--- src/rtl/counter_sweep_ctrl_if.sv ---
// Signal bundle between the sweep sequencer, its host and the companion
// up/down counter. The controller sits on the slave side; whoever drives
// commands and returns the counter feedback uses the master side.
interface counter_sweep_ctrl_if #(
    parameter int N  = 4,
    parameter int SW = 4
);
    // host command side
    logic          start;
    logic          stop;
    logic [N-1:0]  lo;
    logic [N-1:0]  hi;
    logic [SW-1:0] sweeps;
    logic          busy;
    logic          done;
    logic          error;
    logic [SW-1:0] sweep_cnt;

    // counter side
    logic [N-1:0]  cnt_value;
    logic          cnt_threshold;
    logic          cnt_enable;
    logic          cnt_dec;
    logic          cnt_load;
    logic [N-1:0]  cnt_ref;

    modport master (
        output start, stop, lo, hi, sweeps, cnt_value, cnt_threshold,
        input  busy, done, error, sweep_cnt, cnt_enable, cnt_dec, cnt_load, cnt_ref
    );

    modport slave (
        input  start, stop, lo, hi, sweeps, cnt_value, cnt_threshold,
        output busy, done, error, sweep_cnt, cnt_enable, cnt_dec, cnt_load, cnt_ref
    );
endinterface

--- src/rtl/counter_sweep_ctrl.sv ---
// Sweep sequencer for the lab up/down counter: loads lo, ramps to hi and back
// to lo a programmed number of times, one step per prescaler tick.
module counter_sweep_ctrl #(
    parameter int N        = 4,
    parameter int TICK_DIV = 4,
    parameter int SW       = 4
) (
    input  logic                  clock,
    input  logic                  reset,
    counter_sweep_ctrl_if.slave   bus
);

    localparam int PW = (TICK_DIV > 1) ? $clog2(TICK_DIV) : 1;
    localparam logic [PW-1:0] TICK_LAST = PW'(TICK_DIV - 1);

    typedef enum logic [2:0] {
        S_IDLE,
        S_LOAD,
        S_UP,
        S_DOWN,
        S_DONE,
        S_ERR
    } state_t;

    state_t        state_reg, state_next;
    logic [N-1:0]  lo_reg, hi_reg;
    logic [SW-1:0] sw_reg;
    logic [SW-1:0] sweep_cnt_reg, sweep_cnt_plus;
    logic          error_reg;
    logic [PW-1:0] presc_reg, presc_next;

    logic          tick;
    logic          capture;
    logic          sweep_inc;
    logic          step_en;
    logic          step_dec;
    logic          load_strobe;

    assign tick           = (presc_reg == TICK_LAST);
    assign sweep_cnt_plus = sweep_cnt_reg + 1'b1;

    // Next-state and counter strobes; stop beats threshold, threshold beats tick.
    always_comb begin
        state_next  = state_reg;
        capture     = 1'b0;
        sweep_inc   = 1'b0;
        step_en     = 1'b0;
        step_dec    = 1'b0;
        load_strobe = 1'b0;
        case (state_reg)
            S_IDLE: begin
                if (bus.start) begin
                    capture    = 1'b1;
                    state_next = (bus.lo > bus.hi) ? S_ERR : S_LOAD;
                end
            end
            S_LOAD: begin
                load_strobe = 1'b1;
                if (bus.stop)
                    state_next = S_IDLE;
                else if ((lo_reg == hi_reg) || (sw_reg == '0))
                    state_next = S_DONE;
                else
                    state_next = S_UP;
            end
            S_UP: begin
                if (bus.stop) begin
                    state_next = S_IDLE;
                end else if (bus.cnt_threshold) begin
                    state_next = S_ERR;
                end else if (tick) begin
                    if (bus.cnt_value < hi_reg)
                        step_en = 1'b1;
                    else
                        state_next = S_DOWN;
                end
            end
            S_DOWN: begin
                if (bus.stop) begin
                    state_next = S_IDLE;
                end else if (bus.cnt_threshold) begin
                    state_next = S_ERR;
                end else if (tick) begin
                    if (bus.cnt_value > lo_reg) begin
                        step_en  = 1'b1;
                        step_dec = 1'b1;
                    end else begin
                        sweep_inc  = 1'b1;
                        state_next = (sweep_cnt_plus == sw_reg) ? S_DONE : S_UP;
                    end
                end
            end
            S_DONE:  state_next = S_IDLE;
            S_ERR:   state_next = S_IDLE;
            default: state_next = S_IDLE;
        endcase
    end

    // Prescaler restarts whenever a ramp state is entered and wraps after each tick.
    always_comb begin
        presc_next = '0;
        if ((state_next == state_reg) && ((state_reg == S_UP) || (state_reg == S_DOWN)) && !tick)
            presc_next = presc_reg + 1'b1;
    end

    // State, prescaler and captured sequence parameters.
    always_ff @(posedge clock) begin
        if (reset) begin
            state_reg <= S_IDLE;
            presc_reg <= '0;
            lo_reg    <= '0;
            hi_reg    <= '0;
            sw_reg    <= '0;
        end else begin
            state_reg <= state_next;
            presc_reg <= presc_next;
            if (capture) begin
                lo_reg <= bus.lo;
                hi_reg <= bus.hi;
                sw_reg <= bus.sweeps;
            end
        end
    end

    // Completed-sweep count survives DONE so the host can read it afterwards.
    always_ff @(posedge clock) begin
        if (reset)
            sweep_cnt_reg <= '0;
        else if (capture)
            sweep_cnt_reg <= '0;
        else if (sweep_inc)
            sweep_cnt_reg <= sweep_cnt_plus;
    end

    // Sticky fault flag; entering ERR wins over the clear of an accepted start.
    always_ff @(posedge clock) begin
        if (reset)
            error_reg <= 1'b0;
        else if (state_next == S_ERR)
            error_reg <= 1'b1;
        else if (capture)
            error_reg <= 1'b0;
    end

    assign bus.cnt_enable = step_en;
    assign bus.cnt_dec    = step_dec;
    assign bus.cnt_load   = load_strobe;
    assign bus.cnt_ref    = (state_reg == S_LOAD) ? lo_reg : hi_reg;
    assign bus.busy       = (state_reg == S_LOAD) || (state_reg == S_UP) || (state_reg == S_DOWN);
    assign bus.done       = (state_reg == S_DONE);
    assign bus.error      = error_reg;
    assign bus.sweep_cnt  = sweep_cnt_reg;

endmodule

--- src/flat_wrapper.sv ---
// flat-port wrapper written by rule: the top's interface ports become plain ports
module counter_sweep_ctrl_flat 
#(
    parameter int N        = 4,
    parameter int TICK_DIV = 4,
    parameter int SW       = 4
)
  (clock, reset, bus_start, bus_stop, bus_lo, bus_hi, bus_sweeps, bus_cnt_value, bus_cnt_threshold, bus_busy, bus_done, bus_error, bus_sweep_cnt, bus_cnt_enable, bus_cnt_dec, bus_cnt_load, bus_cnt_ref);
  counter_sweep_ctrl_if #(.N(N), .SW(SW)) bus_i ();
  input  logic clock;
  input  logic reset;
  input wire logic [$bits(bus_i.start)-1:0] bus_start;
  input wire logic [$bits(bus_i.stop)-1:0] bus_stop;
  input wire logic [$bits(bus_i.lo)-1:0] bus_lo;
  input wire logic [$bits(bus_i.hi)-1:0] bus_hi;
  input wire logic [$bits(bus_i.sweeps)-1:0] bus_sweeps;
  input wire logic [$bits(bus_i.cnt_value)-1:0] bus_cnt_value;
  input wire logic [$bits(bus_i.cnt_threshold)-1:0] bus_cnt_threshold;
  output wire logic [$bits(bus_i.busy)-1:0] bus_busy;
  output wire logic [$bits(bus_i.done)-1:0] bus_done;
  output wire logic [$bits(bus_i.error)-1:0] bus_error;
  output wire logic [$bits(bus_i.sweep_cnt)-1:0] bus_sweep_cnt;
  output wire logic [$bits(bus_i.cnt_enable)-1:0] bus_cnt_enable;
  output wire logic [$bits(bus_i.cnt_dec)-1:0] bus_cnt_dec;
  output wire logic [$bits(bus_i.cnt_load)-1:0] bus_cnt_load;
  output wire logic [$bits(bus_i.cnt_ref)-1:0] bus_cnt_ref;
  assign bus_i.start = bus_start;
  assign bus_i.stop = bus_stop;
  assign bus_i.lo = bus_lo;
  assign bus_i.hi = bus_hi;
  assign bus_i.sweeps = bus_sweeps;
  assign bus_i.cnt_value = bus_cnt_value;
  assign bus_i.cnt_threshold = bus_cnt_threshold;
  assign bus_busy = bus_i.busy;
  assign bus_done = bus_i.done;
  assign bus_error = bus_i.error;
  assign bus_sweep_cnt = bus_i.sweep_cnt;
  assign bus_cnt_enable = bus_i.cnt_enable;
  assign bus_cnt_dec = bus_i.cnt_dec;
  assign bus_cnt_load = bus_i.cnt_load;
  assign bus_cnt_ref = bus_i.cnt_ref;
  counter_sweep_ctrl #(.N(N), .TICK_DIV(TICK_DIV), .SW(SW)) u_core (.clock(clock), .reset(reset), .bus(bus_i));
endmodule
--- config.mk ---
export PLATFORM = sky130hd
export DESIGN_NAME = counter_sweep_ctrl_flat
export DESIGN_NICKNAME = d
export VERILOG_FILES = /design/src/rtl/counter_sweep_ctrl_if.sv /design/src/rtl/counter_sweep_ctrl.sv /design/src/flat_wrapper.sv
export SDC_FILE = /design/constraint.sdc
export NUM_CORES = 1
export LEC_CHECK = 0
export ABC_AREA = 0
export BUFFER_PORTS_ARGS = -buffer_cell sky130_fd_sc_hd__clkbuf_2
export CORE_ASPECT_RATIO = 0.6
export CORE_UTILIZATION = 53
export CTS_BUF_LIST = sky130_fd_sc_hd__clkbuf_16
export DETAILED_ROUTE_END_ITERATION = 6
export GPL_TIMING_DRIVEN = 0
export PLACE_DENSITY = 0.79
export SLEW_MARGIN = 20
export SYNTH_ARGS = -nofsm -noshare
export SYNTH_HDL_FRONTEND = slang
export SYNTH_SLANG_ARGS = --single-unit
--- constraint.sdc ---
create_clock -name clock -period 2.35 [get_ports clock]
set_clock_uncertainty 0.05 [all_clocks]
set_input_delay 0.1175 -clock clock [delete_from_list [all_inputs] [get_ports clock]]
set_output_delay 0.1175 -clock clock [all_outputs]
set_load 0.03 [all_outputs]
==> metrics.log <==
INFO  metric grt_start_max_net_pins = 13
INFO  metric setup.worst_path.start_class = flop
INFO  metric power_frac_clock = 35.7%
INFO  metric yosys_warnings = 0
INFO  metric rows = 14
INFO  metric critical_path_required = 2.18 ns
INFO  metric report.final.setup_viol = 0
INFO  metric distinct_cell_type_count_of_the_synthesized_netlist = 39
INFO  metric finish.cell_count_without_fillers = 246
INFO  metric maxClockFrequency = 474 MHz
INFO  metric synth.largest_area_cell = dfxtp_1
INFO  metric leakage = 0.740 nW
INFO  metric clock_sink_count = 22
INFO  metric tritoncts = yes
INFO  metric place_hpwl = 2.72 mm
INFO  metric post_cts_resize_count = 0
INFO  metric tns = 0 ns
INFO  metric number_of_hold_violations_in_the_final_report = 0
INFO  metric slew-limit-headroom = 64.0%
INFO  metric finalMaxSlewViolations = 0
INFO  metric grt_pass1_vias = 1,373
INFO  metric insertedDiodeCount = 0
INFO  metric rsz0062_at_grt = false
INFO  metric detail_route.wirelength = 3.49 mm
INFO  metric count_of_port_buffers_added_during_placement = 34
INFO  metric io_pins = 35
INFO  metric critical_path.max_stage_delay = 0.39 ns
INFO  metric worstSkewPairLatency = 0.25 ns
INFO  metric syn-mean-instance-area = 8.17 um^2
INFO  metric synthFlopType = dfxtp_1
INFO  metric synthArstFlopShare = 0%
INFO  metric placed_cells = 242
INFO  metric path_common_cell = nand3_1
INFO  metric crit_path_buffers_inverters = 2
INFO  metric ys_seq_area_share = 30.6%
INFO  metric synth_cells = 176
INFO  metric critPathArrivalTime = 1.94 ns
INFO  metric drive_gt1_share = 24.3%
INFO  metric finish.net_count = 249
INFO  metric area.sequential = 440 um^2
INFO  metric ys_ff_latch = 22
INFO  metric max_cap_viols = 0
INFO  metric core_region_area = 2540 um^2
INFO  metric fp.dieW = 69.2 um
INFO  metric cts-hold-fix-buffers = 0
INFO  metric clockRootBuffer = clkbuf_16
INFO  metric multi_input_comb_area = 916 um^2
INFO  metric drtPass1Iterations = 4
INFO  metric cellPowerDensity = 585 nW/um^2
INFO  metric worst_setup_hold_path_clk_slew = 0.06 ns
INFO  metric power.share.switching = 29.5%
INFO  metric number_of_post_cts_setup_repair_buffers = 0
INFO  metric most-common-layout-cells = nand2_1 (34), clkbuf_2 (34), dfxtp_1 (22)
INFO  metric power.ir.vdd_worst = 526 uV
INFO  metric antenna_violating_nets_post_route = 0
INFO  metric crit_path_cell_trace = inv_1 > ha_1 > nand4b_1 > nand3_1 > nand3_1 > a21oi_1 > clkbuf_2
INFO  metric grt_pass1_wl = 5.95 mm
INFO  metric detailedRoute.firstIterationViolations = 98
INFO  metric design.die.area = 2930 um^2
INFO  metric initial_core_util = 56.6%
INFO  metric cp-end-kind = output pin
INFO  metric pwr-share-comb = 23.6%
INFO  metric globalplace.congestion = 0.799
INFO  metric post_dr_wirelength_cell = 14.2 um
INFO  metric cts_max_path_buffers = 2
INFO  metric critical_path_peak_fanout = 5
INFO  metric chipHeight = 42.3 um
INFO  metric run_status = completed
INFO  metric grt_remaining_overflow = 0
INFO  metric global_route.usage.total = 25.7%
INFO  metric post-route-drc-count = 0
INFO  metric netSwitchingPower = 0.000298 W
INFO  metric cts_made_buffers = 3
INFO  metric slowest_stage = dfxtp_1
INFO  metric via_per_inst = 5.65
INFO  metric num-fill-cells = 223
INFO  metric final_total_power = 0.00101 W
INFO  metric worst-setup-path-type = flop to output pin
INFO  metric number_of_enable_type_register_cells_in_the_synthesized_netlist = 0
INFO  metric post_route_fraction_of_the_period_consumed_by_the_critical_path = 89.7%
INFO  metric transition_time_of_the_tightest_slew_check_pin = 0.540 ns
INFO  metric synth_area_leaders = dfxtp_1 (31%), ha_1 (11%), nand2_1 (8.9%)
INFO  metric layout-area-overhead-vs-synth = 20.1%
INFO  metric synth_top_area_share = 30.6%
INFO  metric synthesis.nets = 210
INFO  metric syn-cell-area = 1440 um^2
INFO  metric power.internal = 0.000712 W
INFO  metric vias = 1,390
INFO  metric finalCriticalPeriod = 2.11 ns
INFO  metric hold_path_class = primary input to flop
INFO  metric cts_max_level = 1
INFO  metric antenna_found_initial = 0
INFO  metric crit_family = simple AND/OR/NAND/NOR gates
INFO  metric share_seq_of_total_power = 40.7%
==> per-stage QoR <==
step | util [%] | setup WS (ns) | hold WS (ns) | instance area, um^2
finish | 68.0 | 0.242 | 0.0327 | 1730
global route | 68.0 | 0.116 | 0.0416 | 1730
CTS | 68.0 | 0.258 | 0.0339 | 1730
detailed placement | 64.9 | 0.404 | 0.299 | 1650
global placement | 64.9 | 0.433 | 0.295 | 1650
floorplan | - | 0.606 | 0.203 | 1440
==> logic make-up after synthesis <==
| family | share of synthesized area (%) |
|---|---|
| AO/OA/AOI/OAI | 16.6 |
| XOR/XNOR | 7.31 |
| adder cells (fa/ha/maj) | 11.3 |
| buffers and inverters | 5.66 |
| flip-flops | 30.6 |
| multiplexers | 1.48 |
| AND/OR/NAND/NOR | 27.0 |
==> synthesized netlist by cell type (2+ instances only) <==
| cell type | number |
|---|---|
| a41oi_1 | 2 |
| a21oi_1 | 20 |
| buf_2 | 2 |
| ha_1 | 13 |
| nor2_1 | 7 |
| dfxtp_1 | 22 |
| inv_1 | 13 |
| and2_1 | 2 |
| o21ai_0 | 6 |
| nor4b_4 | 2 |
| nor3_1 | 4 |
| nor3_2 | 3 |
| nand2_1 | 34 |
| clkbuf_1 | 2 |
| xor2_1 | 2 |
| buf_4 | 2 |
| nand3_1 | 7 |
| a21boi_0 | 3 |
| xnor2_1 | 10 |
==> layout make-up <==
cell class	count	area share, %
multi-input cells	135	53.0
flip-flops and latches	22	25.5
repair buffers	34	9.86
clock buffers	3	4.35
inverters	13	2.83
well taps	32	2.32
plain buffers	6	1.88
clock inverters	1	0.217
==> layer usage <==
layer / part of all wire, % / GRT usage [%] / up-vias
met4: 1.7 / 6.53 / 0
met5: 0 / 0 / -
met2: 45 / 45.8 / 65
met1: 45 / 31.0 / 629
li1: - / - / 688
met3: 8.5 / 6.73 / 8
==> final timing paths <==
check                            from                 endpoint  slack [ns]  depth (start not counted)
hold / removal          bus_sweeps[3]         u_core.sw_reg[3]        0.03                          3
setup / recovery     u_core.lo_reg[3]           bus_cnt_enable        0.24                          7
setup reg to reg     u_core.lo_reg[3]  u_core.bus.sweep_cnt[1]        0.31                          7
hold reg to reg   u_core.presc_reg[0]      u_core.presc_reg[0]        0.40                          1
==> worst register-to-register path: stages (launching register included) <==
cell and delay (ns):
dfxtp_1 0.39, inv_1 0.06, ha_1 0.33, a21oi_1 0.18, nand3_1 0.24, a21oi_2 0.33
mux2i_1 0.26, nor3_2 0.06
==> power by group through the flow <==
stage	clock network, W	registers, W	logic [W]
floorplan	0	0.000416	0.000165
global placement	0	0.000419	0.000223
detailed placement	0	0.000419	0.000233
CTS	0.000360	0.000411	0.000237
global route	0.000378	0.000413	0.000264
finish	0.000361	0.000411	0.000238
No activity file was read; power rests on OpenSTA's default activity.
